## config.mk

```make
export PLATFORM = sky130hd
export DESIGN_NAME = rgb_stream_packer
export DESIGN_NICKNAME = d
export VERILOG_FILES = /design/src/rtl/pixel_pkg.sv /design/src/rtl/rgb_stream_packer.sv
export SDC_FILE = /design/constraint.sdc
export NUM_CORES = 1
export LEC_CHECK = 0
export ABC_AREA = 1
export BUFFER_PORTS_ARGS = -buffer_cell sky130_fd_sc_hd__buf_2
export CAP_MARGIN = 30
export CORE_MARGIN = 2
export CORE_UTILIZATION = 55
export DETAILED_ROUTE_END_ITERATION = 6
export HOLD_SLACK_MARGIN = 0.05
export PLACE_DENSITY = 0.83
export SETUP_SLACK_MARGIN = 0.02
export SLEW_MARGIN = 20
export SYNTH_ARGS = -nofsm -noshare
export SYNTH_HDL_FRONTEND = slang
export SYNTH_SLANG_ARGS = --single-unit
```

## constraint.sdc

```tcl
create_clock -name aclk -period 4.5 [get_ports aclk]
set_input_delay 0.9 -clock aclk [delete_from_list [all_inputs] [get_ports aclk]]
set_output_delay 0.9 -clock aclk [all_outputs]
set_load 0.01 [all_outputs]
```

## src/rtl/pixel_pkg.sv

```systemverilog
// Shared constants and encodings for the pixel pipeline.
package pixel_pkg;

    localparam int X_SIZE          = 640;
    localparam int Y_SIZE          = 480;
    localparam int BYTES_PER_PIXEL = 3;
    localparam int AXIS_BYTES      = 4;

    typedef enum logic {
        RUN   = 1'b0,
        FLUSH = 1'b1
    } state_t;

    localparam logic [AXIS_BYTES-1:0] KEEP_1 = 4'b0001;
    localparam logic [AXIS_BYTES-1:0] KEEP_2 = 4'b0011;
    localparam logic [AXIS_BYTES-1:0] KEEP_3 = 4'b0111;
    localparam logic [AXIS_BYTES-1:0] KEEP_4 = 4'b1111;

endpackage

```

## src/rtl/rgb_stream_packer.sv

```systemverilog
// Packs 24-bit RGB pixels into a 32-bit AXI4-Stream (4 pixels -> 3 words),
// mapping sof/eol onto tuser/tlast with optional end-of-line flush.
module rgb_stream_packer
    import pixel_pkg::*;
#(
    parameter bit FLUSH_ON_EOL = 1'b1
) (
    input  logic        aclk,
    input  logic        aresetn,
    input  logic [7:0]  r,
    input  logic [7:0]  g,
    input  logic [7:0]  b,
    input  logic        valid,
    output logic        in_ready,
    input  logic        sof,
    input  logic        eol,
    output logic [31:0] out_stream_tdata,
    output logic [3:0]  out_stream_tkeep,
    output logic        out_stream_tlast,
    output logic        out_stream_tuser,
    output logic        out_stream_tvalid,
    input  logic        out_stream_tready
);

    state_t      state_q, state_d;
    logic [23:0] res_q, res_d;
    logic [1:0]  n_q, n_d;
    logic        plast_q, plast_d;
    logic        puser_q, puser_d;

    logic [31:0] tdata_d;
    logic [3:0]  tkeep_d;
    logic        tlast_d, tuser_d, tvalid_d;

    logic        out_free, accept;
    logic [23:0] pix, res_eff;
    logic [1:0]  n_eff;
    logic        plast_eff, puser_eff;
    logic [47:0] cat;

    assign out_free = !out_stream_tvalid || out_stream_tready;
    assign in_ready = aresetn && (state_q == RUN) && out_free;
    assign accept   = valid && in_ready;
    assign pix      = {r, g, b};

    // sof discards residue and pending flags so the frame starts at n=0
    assign n_eff     = sof ? 2'd0 : n_q;
    assign res_eff   = sof ? 24'd0 : res_q;
    assign plast_eff = sof ? 1'b0 : plast_q;
    assign puser_eff = sof | puser_q;
    assign cat       = ({24'd0, pix} << {n_eff, 3'b000}) | {24'd0, res_eff};

    always_comb begin
        state_d  = state_q;
        res_d    = res_q;
        n_d      = n_q;
        plast_d  = plast_q;
        puser_d  = puser_q;
        tdata_d  = out_stream_tdata;
        tkeep_d  = out_stream_tkeep;
        tlast_d  = out_stream_tlast;
        tuser_d  = out_stream_tuser;
        tvalid_d = out_stream_tvalid && !out_stream_tready;

        case (state_q)
            RUN: begin
                if (accept) begin
                    if (FLUSH_ON_EOL && eol) begin
                        tvalid_d = 1'b1;
                        tuser_d  = puser_eff;
                        tdata_d  = cat[31:0];
                        tkeep_d  = KEEP_4;
                        tlast_d  = 1'b1;
                        puser_d  = 1'b0;
                        plast_d  = 1'b0;
                        res_d    = 24'd0;
                        n_d      = 2'd0;
                        if (n_eff == 2'd0) begin
                            tdata_d = {8'd0, cat[23:0]};
                            tkeep_d = KEEP_3;
                        end else if (n_eff != 2'd1) begin
                            // more than a word's worth: leftover goes out next cycle
                            tlast_d = 1'b0;
                            res_d   = {8'd0, cat[47:32]};
                            n_d     = n_eff - 2'd1;
                            state_d = FLUSH;
                        end
                    end else if (n_eff == 2'd0) begin
                        res_d   = cat[23:0];
                        n_d     = 2'd3;
                        puser_d = puser_eff;
                        plast_d = plast_eff || eol;
                    end else begin
                        tvalid_d = 1'b1;
                        tdata_d  = cat[31:0];
                        tkeep_d  = KEEP_4;
                        tuser_d  = puser_eff;
                        tlast_d  = plast_eff || (eol && n_eff == 2'd1);
                        puser_d  = 1'b0;
                        plast_d  = eol && (n_eff != 2'd1);
                        res_d    = {8'd0, cat[47:32]};
                        n_d      = n_eff - 2'd1;
                    end
                end
            end
            FLUSH: begin
                if (out_free) begin
                    tvalid_d = 1'b1;
                    tdata_d  = {8'd0, res_q};
                    tkeep_d  = (n_q == 2'd1) ? KEEP_1 : KEEP_2;
                    tlast_d  = 1'b1;
                    tuser_d  = 1'b0;
                    res_d    = 24'd0;
                    n_d      = 2'd0;
                    state_d  = RUN;
                end
            end
            default: state_d = RUN;
        endcase
    end

    always_ff @(posedge aclk or negedge aresetn) begin
        if (!aresetn) begin
            state_q           <= RUN;
            res_q             <= 24'd0;
            n_q               <= 2'd0;
            plast_q           <= 1'b0;
            puser_q           <= 1'b0;
            out_stream_tdata  <= 32'd0;
            out_stream_tkeep  <= 4'd0;
            out_stream_tlast  <= 1'b0;
            out_stream_tuser  <= 1'b0;
            out_stream_tvalid <= 1'b0;
        end else begin
            state_q           <= state_d;
            res_q             <= res_d;
            n_q               <= n_d;
            plast_q           <= plast_d;
            puser_q           <= puser_d;
            out_stream_tdata  <= tdata_d;
            out_stream_tkeep  <= tkeep_d;
            out_stream_tlast  <= tlast_d;
            out_stream_tuser  <= tuser_d;
            out_stream_tvalid <= tvalid_d;
        end
    end

endmodule

```

==> metrics.csv <==
stage,metric,value,unit
yosys,synth_edf_count,0,
critical_path,cp.arrival,3.25,ns
placement,hpwl,7.17,mm
yosys,synth.top_cell.area_share,43.3,%
grt,antenna_found_initial,0,
floorplan,die_area,0.00783,mm^2
critical_path,max_stage_delay,0.46,ns
grt,grt_pass1_vias,3551,
grt,grt_max_degree,66,
sta,grt_setup_unrepaired,false,
yosys,synth.most_common_cell,nand2_1,
clock_network,clk_latency,0.35,ns
run,maxCapViolCount,0,
power,p_seq_share,42.8,%
critical_path,critical_path.max_fanout,55,
sta,fin_tns_setup,0,ns
floorplan,ios,70,
drt,drtIter0Drc,454,
floorplan,core,0.00687,mm^2
run_status,status,"complete, no violations",
clock_network,clkTransAtPathRegs,0.07,ns
sta,hold_viol_final,0,
yosys,synthesis.area,0.00393,mm^2
yosys,synth_fp_nets,614,
drt,wl,10.6,mm
drt,ant_nets,0,
floorplan,die_h,88.5,um
yosys,syn_inst,583,
floorplan,initial_core_util,57.2,%
yosys,yosysUniqueCellTypes,29,
drt,wire_per_inst,14.4,um
power,leakage,2.62,nW
sta,setup_viol_count_final,0,
drt,vias,4027,
critical_path,cp_cell_sequence,"buf_2, inv_2, nand2_4, nand2_2, nor2_8, nand2_2, nand2_4, inv_2, or2_1",
yosys,synth.area.top_cells,"dfrtp_1 (43%), nand2_1 (28%), nand3_1 (8.7%)",
grt,grt_first_pass_wirelength,17.4,mm
final_layout,drive_above_1_share,15.2,%
critical_path,worstPathRequired,4.74,ns
yosys,ys_warn_count,0,
sta,period_share,67.0,%
final_layout,finalNetCount,667,
yosys,yosys.area.top_type,dfrtp_1,
sta,finalClockSkew,0.00599,ns
power,power.switching,0.801,mW
final_layout,diodes,0,
floorplan,rows,30,
sta,maxSlewHeadroom,44.3,%
power,p_comb_share,33.7,%
sta,slew_violations,0,
yosys,synth_flop_cell,dfrtp_1,
power,power_density,476,mW/mm^2
final_layout,fin_cells,736,
clock_network,holdBufCountCts,0,
sta,period_minus_slack,3.01,ns
grt,grt_overflow_total,0,
drt,firstDrtPassIters,6,
clock_network,htreeDepth,3,
sta,tightest_slew,0.834,ns
power,p_int,1.32,mW
min_path,hold_path.class,primary input to asynchronous set/reset pin,
clock_network,root_buffer,clkbuf_8,
power,p_clk_share,23.5,%
clock_network,cts_tree,built,
clock_network,clk_path_buf_depth,2,
floorplan,die_width,88.5,um
yosys,synthTopCellsByCount,"nand2_1 (291), dfrtp_1 (68), nand3_1 (68)",
drt,viasPerCell,5.47,
critical_path,crit_slowest_cell,nand2_4,
yosys,postSynthAreaPerCell,6.74,um^2
yosys,synth-seq-area-share,43.3,%
clock_network,cts_sinks,68,
clock_network,numCtsBuffers,9,
clock_network,cts_resized,0,
drt,drc,0,
placement,place.port_buffers,69,
yosys,async_reset_ff_share,100,%
sta,fmax,332,MHz
grt,grt_usage,29.1,%
critical_path,criticalPathCategory,primary input to flop,
placement,dp.cells,721,
power,peakVddDrop,247,uV
yosys,ys_seq_elements,68,
placement,routabilityCongestion,0.918,
clock_network,cts_setup_buffers,0,
final_layout,area_growth,13.2,%
critical_path,cp-end-kind,flop,
critical_path,start_kind,primary input,
power,switching_share,37.8,%
-- final cells by class --
cell class              instances  area (um^2)
inverters                      36          135
well taps                      96          120
fillers                       626         2420
multi-input cells             449         1940
clock inverters                 2         35.0
clock buffers                  13          149
flip-flops and latches         68         1700
repair buffers                 72          368
-- sequential cells by signal (all words and copies together) (netlist names) --
signal             cells
n_q                    2
out_stream_tdata      32
out_stream_tkeep       4
out_stream_tlast       1
out_stream_tuser       1
out_stream_tvalid      1
plast_q                1
puser_q                1
res_q                 24
state_q                1
-- metal layers --
metal	wire length (um)	global-route usage [%]	share of wire, %
met2	4940	44.3	47
met4	189	9.50	1.8
met5	0	0	0
met1	4770	41.5	45
met3	720	6.34	6.8
-- worst paths after layout --
check                                                      from                          endpoint  slack (ns)  cells after the start
worst max-delay path                                        sof   out_stream_tkeep[0]$_DFFE_PN0P_        1.49                      9
worst min-delay path                                    aresetn   out_stream_tdata[4]$_DFFE_PN0P_        0.36                      1
min in group aclk               out_stream_tkeep[0]$_DFFE_PN0P_   out_stream_tkeep[0]$_DFFE_PN0P_        0.46                      1
max in group asynchronous                               aresetn              res_q[9]$_DFFE_PN0P_        3.10                      2
worst max register to register                state_q$_DFF_PN0_  out_stream_tdata[14]$_DFFE_PN0P_        1.76                      7
worst min register to register  out_stream_tkeep[0]$_DFFE_PN0P_   out_stream_tkeep[0]$_DFFE_PN0P_        0.46                      1
-- critical path, delay by kind of cell --
family	cells	cell delay, ns
and+or+nand+nor	6	1.71
buffers and inverters	3	0.58
-- power groups by stage --
| stage | combinational, mW | clock, mW | sequential [mW] |
|---|---|---|---|
| final | 0.713 | 0.498 | 0.906 |
| after global routing | 0.816 | 0.533 | 0.929 |
| after CTS | 0.713 | 0.504 | 0.905 |
| after detailed placement | 0.711 | 0 | 0.915 |
| after global placement | 0.693 | 0 | 0.909 |
| after floorplan | 0.422 | 0 | 0.951 |
-- layout by cell type, fill, tap and decap left out, drive strengths merged --
master  netlist  final
buf          20     72
or2           1      1
ha            1      1
o22ai         1      1
a21boi        3      3
dfrtp        68     68
nand2       296    296
and3          1      1
nor3          1      1
inv          35     35
clkbuf       10     13
nor2         27     27
bufinv        0      1
clkinv        1      2
a21oi         7      7
o211ai        4      4
o21ai        29     29
a22oi         1      1
nand3        68     68
nand4         9      9
-- per-stage QoR --
step                      utilization (%)  instance area (um^2)  hold WS (ns)  total power [mW]  setup WS (ns)
after floorplan                         -                  3930         0.466              1.37           2.37
after global placement               62.0                  4260         0.445              1.60           1.27
after detailed placement             62.1                  4260         0.449              1.63           1.19
after CTS                            64.8                  4450         0.354              2.12           1.57
after global routing                 64.8                  4450         0.355              2.28           1.31
final                                64.8                  4450         0.361              2.12           1.49
-- cell families after synthesis --
kind of cell	count (synthesis)	share of synthesized area (%)
DFF	68	43.3
adders and majority gates	1	0.318
and+or+nand+nor	403	42.7
buffers and inverters	66	7.32
AOI/OAI and AO/OA	45	6.37
Power figures use the tool's default switching activity.
